<file path="src/rtl/common.sv">
// Shared execute-side definitions: M-extension op codes, decode helpers and iteration counts.
package common;

  localparam int unsigned XLEN       = 64;
  localparam int unsigned MULDIV_N64 = 64;
  localparam int unsigned MULDIV_N32 = 32;

  typedef enum logic [3:0] {
    MUL   = 4'd0,
    MULW  = 4'd1,
    DIV   = 4'd2,
    DIVU  = 4'd3,
    REM   = 4'd4,
    REMU  = 4'd5,
    DIVW  = 4'd6,
    DIVUW = 4'd7,
    REMW  = 4'd8,
    REMUW = 4'd9
  } muldiv_op_t;

  typedef struct packed {
    logic is_mul;
    logic is_rem;
    logic is_w;
    logic is_signed;
  } muldiv_dec_t;

  // Per-operation context latched at accept and used for the final fix-up.
  typedef struct packed {
    logic is_mul;
    logic is_rem;
    logic is_w;
    logic q_neg;
    logic r_neg;
  } muldiv_ctx_t;

  function automatic muldiv_dec_t muldiv_decode(input muldiv_op_t op);
    muldiv_dec_t d;
    d.is_mul    = (op == MUL) || (op == MULW);
    d.is_rem    = op inside {REM, REMU, REMW, REMUW};
    d.is_w      = op inside {MULW, DIVW, DIVUW, REMW, REMUW};
    d.is_signed = op inside {DIV, REM, DIVW, REMW};
    return d;
  endfunction

  function automatic logic [XLEN-1:0] sext32(input logic [31:0] v);
    return {{32{v[31]}}, v};
  endfunction

endpackage

</file>
<file path="src/rtl/pipes.sv">
// Pipeline-side state types shared by multi-cycle execute units.
package pipes;

  typedef enum logic [1:0] {
    IDLE = 2'd0,
    BUSY = 2'd1,
    DONE = 2'd2
  } muldiv_state_t;

endpackage

</file>
<file path="src/rtl/muldiv_unit_if.sv">
// Decode-to-muldiv request/response bundle; master is the pipeline, slave is the unit.
interface muldiv_unit_if;
  import common::*;

  logic            start;
  muldiv_op_t      op;
  logic [XLEN-1:0] src1;
  logic [XLEN-1:0] src2;
  logic            flush;
  logic            busy;
  logic            finish;
  logic [XLEN-1:0] result_s;
  logic [XLEN-1:0] result_d;

  modport master (output start, op, src1, src2, flush,
                  input  busy, finish, result_s, result_d);
  modport slave  (input  start, op, src1, src2, flush,
                  output busy, finish, result_s, result_d);
endinterface

</file>
<file path="src/rtl/muldiv_unit_div_core.sv">
// Restoring-divide datapath: partial remainder and quotient shift registers with one-step subtract.
module div_core
  import common::*;
(
  input  logic            clk,
  input  logic            resetn,
  input  logic            load_i,
  input  logic            step_i,
  input  logic [XLEN-1:0] dividend_i,
  input  logic [XLEN-1:0] divisor_i,
  output logic [XLEN-1:0] quo_nxt_c_o,
  output logic [XLEN-1:0] rem_nxt_c_o
);

  logic [XLEN-1:0] quo_q, quo_d;
  logic [XLEN-1:0] rem_q, rem_d;
  logic [XLEN-1:0] dvsr_q, dvsr_d;
  logic [XLEN:0]   shifted_c;
  logic [XLEN:0]   diff_c;

  // One quotient bit: the extra top bit of diff_c is the borrow of the trial subtract.
  always_comb begin
    shifted_c   = {rem_q, quo_q[XLEN-1]};
    diff_c      = shifted_c - {1'b0, dvsr_q};
    quo_nxt_c_o = {quo_q[XLEN-2:0], ~diff_c[XLEN]};
    rem_nxt_c_o = diff_c[XLEN] ? shifted_c[XLEN-1:0] : diff_c[XLEN-1:0];
  end

  always_comb begin
    quo_d  = quo_q;
    rem_d  = rem_q;
    dvsr_d = dvsr_q;
    if (load_i) begin
      quo_d  = dividend_i;
      rem_d  = '0;
      dvsr_d = divisor_i;
    end else if (step_i) begin
      quo_d  = quo_nxt_c_o;
      rem_d  = rem_nxt_c_o;
    end
  end

  always_ff @(posedge clk or negedge resetn) begin
    if (!resetn) begin
      quo_q  <= '0;
      rem_q  <= '0;
      dvsr_q <= '0;
    end else begin
      quo_q  <= quo_d;
      rem_q  <= rem_d;
      dvsr_q <= dvsr_d;
    end
  end

endmodule

</file>
<file path="src/rtl/muldiv_unit.sv">
// Iterative RV64M multiply/divide unit: IDLE/BUSY/DONE FSM, shift-add multiply, sign fix-up.
// Define MULDIV_FAST_MUL_EN to resolve MUL/MULW in a single BUSY cycle with a combinational multiplier.
module muldiv_unit
  import common::*;
  import pipes::*;
(
  input  logic         clk,
  input  logic         resetn,
  muldiv_unit_if.slave bus
);

  localparam int unsigned     CNT_W = 7;
  localparam logic [XLEN-1:0] MIN64 = {1'b1, {(XLEN-1){1'b0}}};
  localparam logic [XLEN-1:0] MIN32 = {{(XLEN-31){1'b1}}, 31'd0};

  muldiv_state_t    state_q, state_d;
  logic [CNT_W-1:0] cnt_q, cnt_d;
  muldiv_ctx_t      ctx_q, ctx_d;
  logic [XLEN-1:0]  mcand_q, mplier_q;
  logic             busy_q, finish_q;
  logic [XLEN-1:0]  res_s_q, res_s_d, res_d_q, res_d_d;
  logic             mul_load_c, mul_step_c, div_load_c, div_step_c;
  muldiv_dec_t      in_dec_c;
  logic [XLEN-1:0]  opa_c, opb_c, abs_a_c, abs_b_c, dividend_c;
  logic [XLEN-1:0]  special_c, raw_c, final_c, mul_c;
  logic [XLEN-1:0]  quo_nxt_c, rem_nxt_c;
  logic             div0_c, ovf_c;

  // Operand extension, magnitudes and the early-out divide cases, all from the request.
  always_comb begin
    in_dec_c = muldiv_decode(bus.op);
    if (in_dec_c.is_w) begin
      opa_c = in_dec_c.is_signed ? sext32(bus.src1[31:0]) : {32'd0, bus.src1[31:0]};
      opb_c = in_dec_c.is_signed ? sext32(bus.src2[31:0]) : {32'd0, bus.src2[31:0]};
    end else begin
      opa_c = bus.src1;
      opb_c = bus.src2;
    end
    abs_a_c    = (in_dec_c.is_signed && opa_c[XLEN-1]) ? -opa_c : opa_c;
    abs_b_c    = (in_dec_c.is_signed && opb_c[XLEN-1]) ? -opb_c : opb_c;
    dividend_c = in_dec_c.is_w ? {abs_a_c[31:0], 32'd0} : abs_a_c;
    div0_c     = !in_dec_c.is_mul && (opb_c == '0);
    ovf_c      = !in_dec_c.is_mul && in_dec_c.is_signed && (opb_c == '1) &&
                 (opa_c == (in_dec_c.is_w ? MIN32 : MIN64));
    if (div0_c) begin
      special_c = in_dec_c.is_rem ? (in_dec_c.is_w ? sext32(bus.src1[31:0]) : bus.src1) : '1;
    end else begin
      special_c = in_dec_c.is_rem ? '0 : opa_c;
    end
  end

  // Result fix-up on the value produced by the final step.
  always_comb begin
    if (ctx_q.is_mul) begin
      raw_c = mul_c;
    end else if (ctx_q.is_rem) begin
      raw_c = ctx_q.r_neg ? -rem_nxt_c : rem_nxt_c;
    end else begin
      raw_c = ctx_q.q_neg ? -quo_nxt_c : quo_nxt_c;
    end
    final_c = ctx_q.is_w ? sext32(raw_c[31:0]) : raw_c;
  end

  always_comb begin
    state_d    = state_q;
    cnt_d      = cnt_q;
    ctx_d      = ctx_q;
    res_s_d    = '0;
    res_d_d    = res_d_q;
    mul_load_c = 1'b0;
    mul_step_c = 1'b0;
    div_load_c = 1'b0;
    div_step_c = 1'b0;
    unique case (state_q)
      IDLE: begin
        if (bus.start) begin
          ctx_d.is_mul = in_dec_c.is_mul;
          ctx_d.is_rem = in_dec_c.is_rem;
          ctx_d.is_w   = in_dec_c.is_w;
          ctx_d.q_neg  = in_dec_c.is_signed && (opa_c[XLEN-1] ^ opb_c[XLEN-1]);
          ctx_d.r_neg  = in_dec_c.is_signed && opa_c[XLEN-1];
          if (div0_c || ovf_c) begin
            state_d = DONE;
            res_s_d = special_c;
          end else begin
            state_d = BUSY;
            cnt_d   = in_dec_c.is_w ? CNT_W'(MULDIV_N32) : CNT_W'(MULDIV_N64);
`ifdef MULDIV_FAST_MUL_EN
            if (in_dec_c.is_mul) cnt_d = CNT_W'(1);
`else
`endif
            mul_load_c = in_dec_c.is_mul;
            div_load_c = !in_dec_c.is_mul;
          end
        end
      end
      BUSY: begin
        cnt_d      = cnt_q - 1'b1;
        mul_step_c = ctx_q.is_mul;
        div_step_c = !ctx_q.is_mul;
        if (cnt_q == CNT_W'(1)) begin
          state_d = DONE;
          res_s_d = final_c;
        end
      end
      DONE: begin
        state_d = IDLE;
        res_d_d = res_s_q;
      end
      default: state_d = IDLE;
    endcase
    // Flush beats everything, including a start presented in IDLE.
    if (bus.flush) begin
      state_d    = IDLE;
      cnt_d      = '0;
      res_s_d    = '0;
      res_d_d    = res_d_q;
      mul_load_c = 1'b0;
      mul_step_c = 1'b0;
      div_load_c = 1'b0;
      div_step_c = 1'b0;
    end
  end

  always_ff @(posedge clk or negedge resetn) begin
    if (!resetn) begin
      state_q  <= IDLE;
      cnt_q    <= '0;
      ctx_q    <= '0;
      busy_q   <= 1'b0;
      finish_q <= 1'b0;
      res_s_q  <= '0;
      res_d_q  <= '0;
    end else begin
      state_q  <= state_d;
      cnt_q    <= cnt_d;
      ctx_q    <= ctx_d;
      busy_q   <= (state_d != IDLE);
      finish_q <= (state_d == DONE);
      res_s_q  <= res_s_d;
      res_d_q  <= res_d_d;
    end
  end

  always_ff @(posedge clk or negedge resetn) begin
    if (!resetn) begin
      mcand_q  <= '0;
      mplier_q <= '0;
    end else if (mul_load_c) begin
      mcand_q  <= opa_c;
      mplier_q <= opb_c;
    end else if (mul_step_c) begin
      mcand_q  <= mcand_q << 1;
      mplier_q <= mplier_q >> 1;
    end
  end

`ifdef MULDIV_FAST_MUL_EN
  assign mul_c = mcand_q * mplier_q;
`else
  logic [XLEN-1:0] acc_q;

  // Shift-add: the low XLEN bits are identical for signed and unsigned operands.
  assign mul_c = acc_q + (mplier_q[0] ? mcand_q : '0);

  always_ff @(posedge clk or negedge resetn) begin
    if (!resetn) begin
      acc_q <= '0;
    end else if (mul_load_c) begin
      acc_q <= '0;
    end else if (mul_step_c) begin
      acc_q <= mul_c;
    end
  end
`endif

  div_core u_div_core (
    .clk         (clk),
    .resetn      (resetn),
    .load_i      (div_load_c),
    .step_i      (div_step_c),
    .dividend_i  (dividend_c),
    .divisor_i   (abs_b_c),
    .quo_nxt_c_o (quo_nxt_c),
    .rem_nxt_c_o (rem_nxt_c)
  );

  assign bus.busy     = busy_q;
  assign bus.finish   = finish_q;
  assign bus.result_s = res_s_q;
  assign bus.result_d = res_d_q;

endmodule

</file>
<file path="src/flat_wrapper.sv">
// flat-port wrapper written by rule: the top's interface ports become plain ports
module muldiv_unit_flat import common::*; import pipes::*;
  (clk, resetn, bus_start, bus_op, bus_src1, bus_src2, bus_flush, bus_busy, bus_finish, bus_result_s, bus_result_d);
  muldiv_unit_if bus_i ();
  input  logic clk;
  input  logic resetn;
  input wire logic [$bits(bus_i.start)-1:0] bus_start;
  input wire logic [$bits(bus_i.op)-1:0] bus_op;
  input wire logic [$bits(bus_i.src1)-1:0] bus_src1;
  input wire logic [$bits(bus_i.src2)-1:0] bus_src2;
  input wire logic [$bits(bus_i.flush)-1:0] bus_flush;
  output wire logic [$bits(bus_i.busy)-1:0] bus_busy;
  output wire logic [$bits(bus_i.finish)-1:0] bus_finish;
  output wire logic [$bits(bus_i.result_s)-1:0] bus_result_s;
  output wire logic [$bits(bus_i.result_d)-1:0] bus_result_d;
  assign bus_i.start = bus_start;
  assign bus_i.op = bus_op;
  assign bus_i.src1 = bus_src1;
  assign bus_i.src2 = bus_src2;
  assign bus_i.flush = bus_flush;
  assign bus_busy = bus_i.busy;
  assign bus_finish = bus_i.finish;
  assign bus_result_s = bus_i.result_s;
  assign bus_result_d = bus_i.result_d;
  muldiv_unit u_core (.clk(clk), .resetn(resetn), .bus(bus_i));
endmodule
</file>
<file path="config.mk">
export PLATFORM = sky130hd
export DESIGN_NAME = muldiv_unit_flat
export DESIGN_NICKNAME = d
export VERILOG_FILES = /design/src/rtl/common.sv /design/src/rtl/pipes.sv /design/src/rtl/muldiv_unit_if.sv /design/src/rtl/muldiv_unit_div_core.sv /design/src/rtl/muldiv_unit.sv /design/src/flat_wrapper.sv
export SDC_FILE = /design/constraint.sdc
export NUM_CORES = 2
export LEC_CHECK = 0
export ABC_CLOCK_PERIOD_IN_PS = 7700
export CORE_UTILIZATION = 40
export CTS_CLUSTER_SIZE = 20
export DETAILED_ROUTE_END_ITERATION = 8
export HOLD_SLACK_MARGIN = 0.15
export SKIP_LAST_GASP = 1
export SYNTH_ARGS = -nofsm -noshare
export SYNTH_HDL_FRONTEND = slang
export SYNTH_HIERARCHICAL = 1
export SYNTH_SLANG_ARGS = --single-unit
</file>
<file path="constraint.sdc">
create_clock -name clk -period 7.7 [get_ports clk]
set_input_delay 1.54 -clock clk [delete_from_list [all_inputs] [get_ports clk]]
set_output_delay 1.54 -clock clk [all_outputs]
set_load 0.01 [all_outputs]
</file>
After elaboration in Yosys (flattened, before gate mapping)
Cells that the tools add are included.

cells by class
  reductions and logical operators = 24
  eq/ne operators = 16
  muxes and demuxes = 56
  add/sub/neg operators = 7
  bitwise logic cells = 3

operator list
  operator                                                            number
  64-bit two-way mux                                                  32
  64-bit negation                                                     4
  64-bit case mux with 2 select lines                                 1
  65-bit by 64-bit subtractor with 65-bit output                      1
  64-bit adder                                                        1
  64-bit == test                                                      1
  64-bit == test, second input constant                               1
  64-bit zero test                                                    1
  63-bit two-way mux                                                  1
  7-bit two-way mux                                                   4
  4-bit by 3-bit == test with 1-bit output, second input constant     4
  7-bit case mux with 2 select lines                                  1
  1-bit two-way mux                                                   12
  4-bit == test, second input constant                                2
  2-bit two-way mux                                                   4
  4-bit nonzero test                                                  2
  7-bit by 1-bit == test with 1-bit output, second input constant     1
  1-bit logical AND                                                   7
  7-bit by 1-bit subtractor with 7-bit output, second input constant  1
  3-bit != test, second input constant                                2
  2-bit nonzero test                                                  3
  5-bit nonzero test                                                  1
  2-bit == test, second input constant                                2
  4-bit by 1-bit == test with 1-bit output, second input constant     1
  12 further kinds                                                    16

word-level totals
  register bits = 528
  logic and storage cells = 123
  input port bits = 136

Longest topological paths before layout
  word-level depth = 13
  gate-level depth with buffers = 27
  mapped depth without buffers = 25

Cells and area by module
Netlist, hierarchy kept.

by module, submodules not included
  module       cells an instance  instances  area an instance (µm²)
  muldiv_unit  3388               1          26853.3
  div_core     1651               1          13534.2

Least setup slack after synthesis
No wires, ideal clock.

  path kind = register -> register
  start = register u_core.u_div_core.quo_q[63]
  end = register u_core.res_s_q[51], in the netlist u_core/bus.result_s[51]
  path buffers = 3
  slack = 2.130 ns
  clock period less this slack = 5.570 ns
  data arrival time = 5.432 ns
  stages on the path, launching flop included = 27
  required time = 7.563 ns
  library setup time = 0.137 ns
  path through = dfrtp_1 -> inv_1 -> ha_1 -> fa_1 -> nand2b_1 -> a21o_1 -> a31o_2 -> a2111oi_2 -> a21oi_2 -> a31o_2 -> xor2_4 -> inv_2 -> buf_6 -> buf_4 -> nor2_1 -> a21oi_2 -> or4_1 -> nor4b_4 -> nand4_1 -> nor2_1 -> nand2_1 -> buf_2 -> o41ai_1 -> xor2_1 -> a21oi_1 -> a211oi_1 -> o22ai_1

between the ends
  word-level cells in the longest chain between the ends = 10

RTL lines
  element                                         line                        text
  from (decl)                                     muldiv_unit_div_core.sv:15  logic [XLEN-1:0] quo_q, quo_d;
  from (signal assigned)                          muldiv_unit_div_core.sv:49  quo_q <= quo_d;
  65-bit by 64-bit subtractor with 65-bit output  muldiv_unit_div_core.sv:24  diff_c = shifted_c - {1'b0, dvsr_q};
  64-bit two-way mux                              muldiv_unit_div_core.sv:26  rem_nxt_c_o = diff_c[XLEN] ? shifted_c[XLEN-1:0] : diff_c[XLEN-1:0];
  via u_core.rem_nxt_c[14]                        muldiv_unit.sv:26           logic [XLEN-1:0] quo_nxt_c, rem_nxt_c;
  64-bit negation                                 muldiv_unit.sv:57           raw_c = ctx_q.r_neg ? -rem_nxt_c : rem_nxt_c;
  64-bit two-way mux                              muldiv_unit.sv:57
  64-bit two-way mux                              muldiv_unit.sv:56           end else if (ctx_q.is_rem) begin
  64-bit two-way mux                              muldiv_unit.sv:54           if (ctx_q.is_mul) begin
  64-bit two-way mux                              muldiv_unit.sv:61           final_c = ctx_q.is_w ? sext32(raw_c[31:0]) : raw_c;
  64-bit two-way mux                              muldiv_unit.sv:101          if (cnt_q == CNT_W'(1)) begin
  64-bit case mux with 2 select lines             muldiv_unit.sv:74           unique case (state_q)
  64-bit two-way mux                              muldiv_unit.sv:113          if (bus.flush) begin
  via u_core.res_s_d[51]                          muldiv_unit.sv:21           logic [XLEN-1:0] res_s_q, res_s_d, res_d_q, res_d_d;
  to (signal assigned)                            muldiv_unit.sv:140          res_s_q <= res_s_d;
  to (decl)                                       muldiv_unit.sv:21

The timed path passes the listed nets, and every way through them passes these cells.
A chain may end at the register's enable or synchronous reset.

Worst setup path after layout
  start = register u_core.u_div_core.rem_q[42]
  end = register u_core.res_s_q[58], in the netlist u_core/bus.result_s[58]

between the ends
  word-level cells in the longest chain between the ends = 10

RTL lines
  element                                         line                        text
  from (decl)                                     muldiv_unit_div_core.sv:16  logic [XLEN-1:0] rem_q, rem_d;
  from (signal assigned)                          muldiv_unit_div_core.sv:50  rem_q <= rem_d;
  65-bit by 64-bit subtractor with 65-bit output  muldiv_unit_div_core.sv:24
  1-bit NOT                                       muldiv_unit_div_core.sv:25  quo_nxt_c_o = {quo_q[XLEN-2:0], ~diff_c[XLEN]};
  via u_core.quo_nxt_c[0]                         muldiv_unit.sv:26
  64-bit negation                                 muldiv_unit.sv:59           raw_c = ctx_q.q_neg ? -quo_nxt_c : quo_nxt_c;
  64-bit two-way mux                              muldiv_unit.sv:59
  64-bit two-way mux                              muldiv_unit.sv:56
  64-bit two-way mux                              muldiv_unit.sv:54
  64-bit two-way mux                              muldiv_unit.sv:61
  64-bit two-way mux                              muldiv_unit.sv:101
  64-bit case mux with 2 select lines             muldiv_unit.sv:74
  64-bit two-way mux                              muldiv_unit.sv:113
  via u_core.res_s_d[58]                          muldiv_unit.sv:21

The timed path passes the listed nets, and every way through them passes these cells.

==> qor.txt <==
Mapped cell area: 40400 um^2
DP HPWL: 120000 um
Hold Crit Class: reg2reg
Drt pass-1 iters: 7
Worst slew margin: 7.99%
Most common cell after layout, fill and taps aside: nand2_1
CP Capture Type: flop
Worst Max-Slew Pin Slew: 1.37 ns
Synth Area in Compound Gates: 24.9%
Crit path max fanout: 22
Placed insts: 6270
Die Ht: 320 um
H-tree depth: 3
Synth Area per Inst: 8.01 um^2
Final worst clock skew: 0.0253 ns
Syn_nets: 5311
Synth area leader: dfrtp_1
EDFF count, synth: 0
Via density: 6.13
Hold path startpoint: u_core/mplier_q[10]
Max Root-Sink Buffers: 3
Area Growth Syn to Fin: 13.7%
Total CTS buffers: 68
Yosys top cell area share: 32.7%
Rows: 116
RePlAce Congestion: 0.979
Reg2reg start: u_core/u_div_core/rem_q[42]
Post-synthesis register bit count: 528
Fraction of registers with async set or reset after synthesis: 100%
Layout cells sized above 1: 8.45%
Reg clk slew, reported paths: 0.06 ns
Post-route insts no fill: 6394
Gate count after technology mapping: 5039
R2R depth: 22
CTS Hold Bufs: 0
Nets: 5314
Most frequent cells in the layout: nand2_1 (612), dfrtp_1 (524), o21ai_0 (485), nor2_1 (469), a21oi_1 (415)
Hold path endpoint: u_core/mplier_q[10]
Slew Limit Fails: 0
Final Hold Vio Count: 0
Fmax: 0.140 GHz
Largest net degree at the start of global routing: 160
Final WL: 161000 um
Reg-to-reg setup timing slack: 0.54 ns
Tot Pwr: 16.4 mW
Core area: 100000 um^2
First-pass GRT wire length: 240000 um
Endpoints failing setup: 0
Worst skew pair latency: 0.65 ns
Tmin final: 7.16 ns
RSZ-0062 raised after global routing: no
Max-cap violations: 0
Outcome: complete, no violations
Port buffer count: 265
# DRC: 0
Global-route usage over all layers: 30.7%
Setup TNS: 0 ns
Top Ports: 266
CTS-repair resized insts: 0
Post-Synth XOR/XNOR Area: 7.61%
Yosys cell types: 116
Most common flop cell mapped by yosys: dfrtp_1
Vias: 39200
Crit path required time: 8.23 ns
Fill cells: 9979
Routed Antenna Nets: 0
Synth Area in Adders: 4.25%
Synth warn: 6
Die area: 102000 um^2
Synth area leaders: dfrtp_1 (33%), o21ai_0 (6.0%), nand2_1 (5.7%)
Clk sink count: 528
Global route overflow: 0
Avg WL per Cell: 25.2 um
Critical Path AT: 7.69 ns
CP Class: reg2reg
Peak supply drop: 0.231 mV
Post-CTS setup repair buffer count: 0
Die X: 320 um
Initial DRC Count: 4725
Combinational family with the most area after synthesis: compound AO/OA/AOI/OAI gates
CP startpoint kind: flop
Fin crit share: 93.0%
Pleak: 19.0 nW
Hold Crit Depth: 2
Reg-to-Reg End: u_core/bus.result_s[58]
Simple-gate share of the synthesized area: 20.2%
Pwr dens: 358 nW/um^2
CTS tree: done
Post-synthesis mux area share: 4.31%
Initial Utilization: 40.4%
Sequential element share of the synthesized area: 32.7%
Root Driver: clkbuf_16
Vias in the first global route: 36900
Initial antenna violation count: 8
Final Util: 45.9%
[sequential cells by signal (all words and copies together), names as in the netlist]
signal,flops
u_core/ctx_q,5
u_core/acc_q,64
u_core/bus.result_d,64
u_core/mplier_q,64
u_core/mcand_q,64
u_core/bus.finish,1
u_core/state_q,2
u_core/u_div_core/dvsr_q,64
u_core/bus.busy,1
u_core/cnt_q,7
u_core/u_div_core/rem_q,64
u_core/u_div_core/quo_q,64
u_core/bus.result_s,64
[cells in the mapped netlist (69+ instances only)]
cell      number
a21oi_1      417
a22oi_1      120
and2_1        85
buf_4         84
clkbuf_1     263
dfrtp_1      528
ha_1         134
inv_1        129
mux2_2        69
mux2i_1       89
nand2_1      612
nand3_1      131
nand4_1       76
nor2_1       474
nor3_1        70
o21ai_0      485
xnor2_1      200
xor2_1       148
[critical path, stage by stage, from the launching register on]
cell and delay (ns):
dfrtp_1 0.40, ha_1 0.44, nand4_1 0.29, nor3_2 0.41, nand4_1 0.24, a2111oi_2 0.57
a21oi_2 0.13, a31o_2 0.32, xor2_4 0.15, clkinv_2 0.33, buf_4 0.35, nor2_1 0.13
a21oi_2 0.08, or4_1 0.59, nor4b_4 0.40, nand3_1 0.23, nor4_1 0.33, a31oi_1 0.07
and3_1 0.20, a41oi_1 0.27, and2_1 0.66, nand2_1 0.19, o221ai_1 0.21
[per-stage QoR]
step,cell area [um^2],hold WS [ns],worst slack [ns]
6_report,45900,0.476,0.543
3_5_place_dp,43500,0.464,0.757
4_1_cts,45900,0.477,0.723
5_1_grt,45900,0.498,0.0766
3_3_place_gp,43500,0.459,0.864
2_1_floorplan,40400,0.445,2.13
[logic make-up after synthesis]
kind of cell,Yosys count
AOI/OAI and AO/OA,1585
xor gates and xnor gates,349
adders and majority gates,136
buffers and inverters,542
DFF,528
muxes,163
and+or+nand+nor,1736
[worst max path at each step]
stage	startpoint	to	slack (ns)	depth (start not counted)
finish	u_core/u_div_core/rem_q[42]	u_core/bus.result_s[58]	0.54	22
global route	u_core/u_div_core/rem_q[42]	u_core/bus.result_s[58]	0.08	22
CTS	u_core/u_div_core/rem_q[42]	u_core/bus.result_s[58]	0.72	22
detailed placement	u_core/u_div_core/quo_q[63]	u_core/bus.result_s[58]	0.76	24
global placement	u_core/u_div_core/rem_q[39]	u_core/bus.result_s[58]	0.86	22
floorplan	u_core/u_div_core/quo_q[63]	u_core/bus.result_s[51]	2.13	26
[routing by layer]
metal,track usage [%],part of all wire [%],wire [um]
met1,43.4,45,72000
met2,46.3,43,69900
met3,6.02,8.4,13500
met4,10.6,3.6,5740
met5,0,0.026,42
[cell type report]
cell class | instances | area, um^2 | area share, %
Multi-Input combinational cell | 3969 | 24900 | 54.1
Sequential cell | 528 | 13200 | 28.8
Timing Repair Buffer | 343 | 3310 | 7.20
Clock buffer | 86 | 1940 | 4.23
Tap cell | 1298 | 1620 | 3.54
Inverter | 132 | 497 | 1.08
Clock inverter | 33 | 454 | 0.989
Antenna cell | 5 | 12.5 | 0.0273
[power breakdown]
| group | internal [mW] | leakage [nW] | switching (mW) |
|---|---|---|---|
| clock network | 2.10 | 1.17 | 1.39 |
| registers | 3.38 | 6.94 | 0.611 |
| logic | 3.01 | 10.9 | 5.96 |
Note: power is estimated with default switching activity, not from simulation.
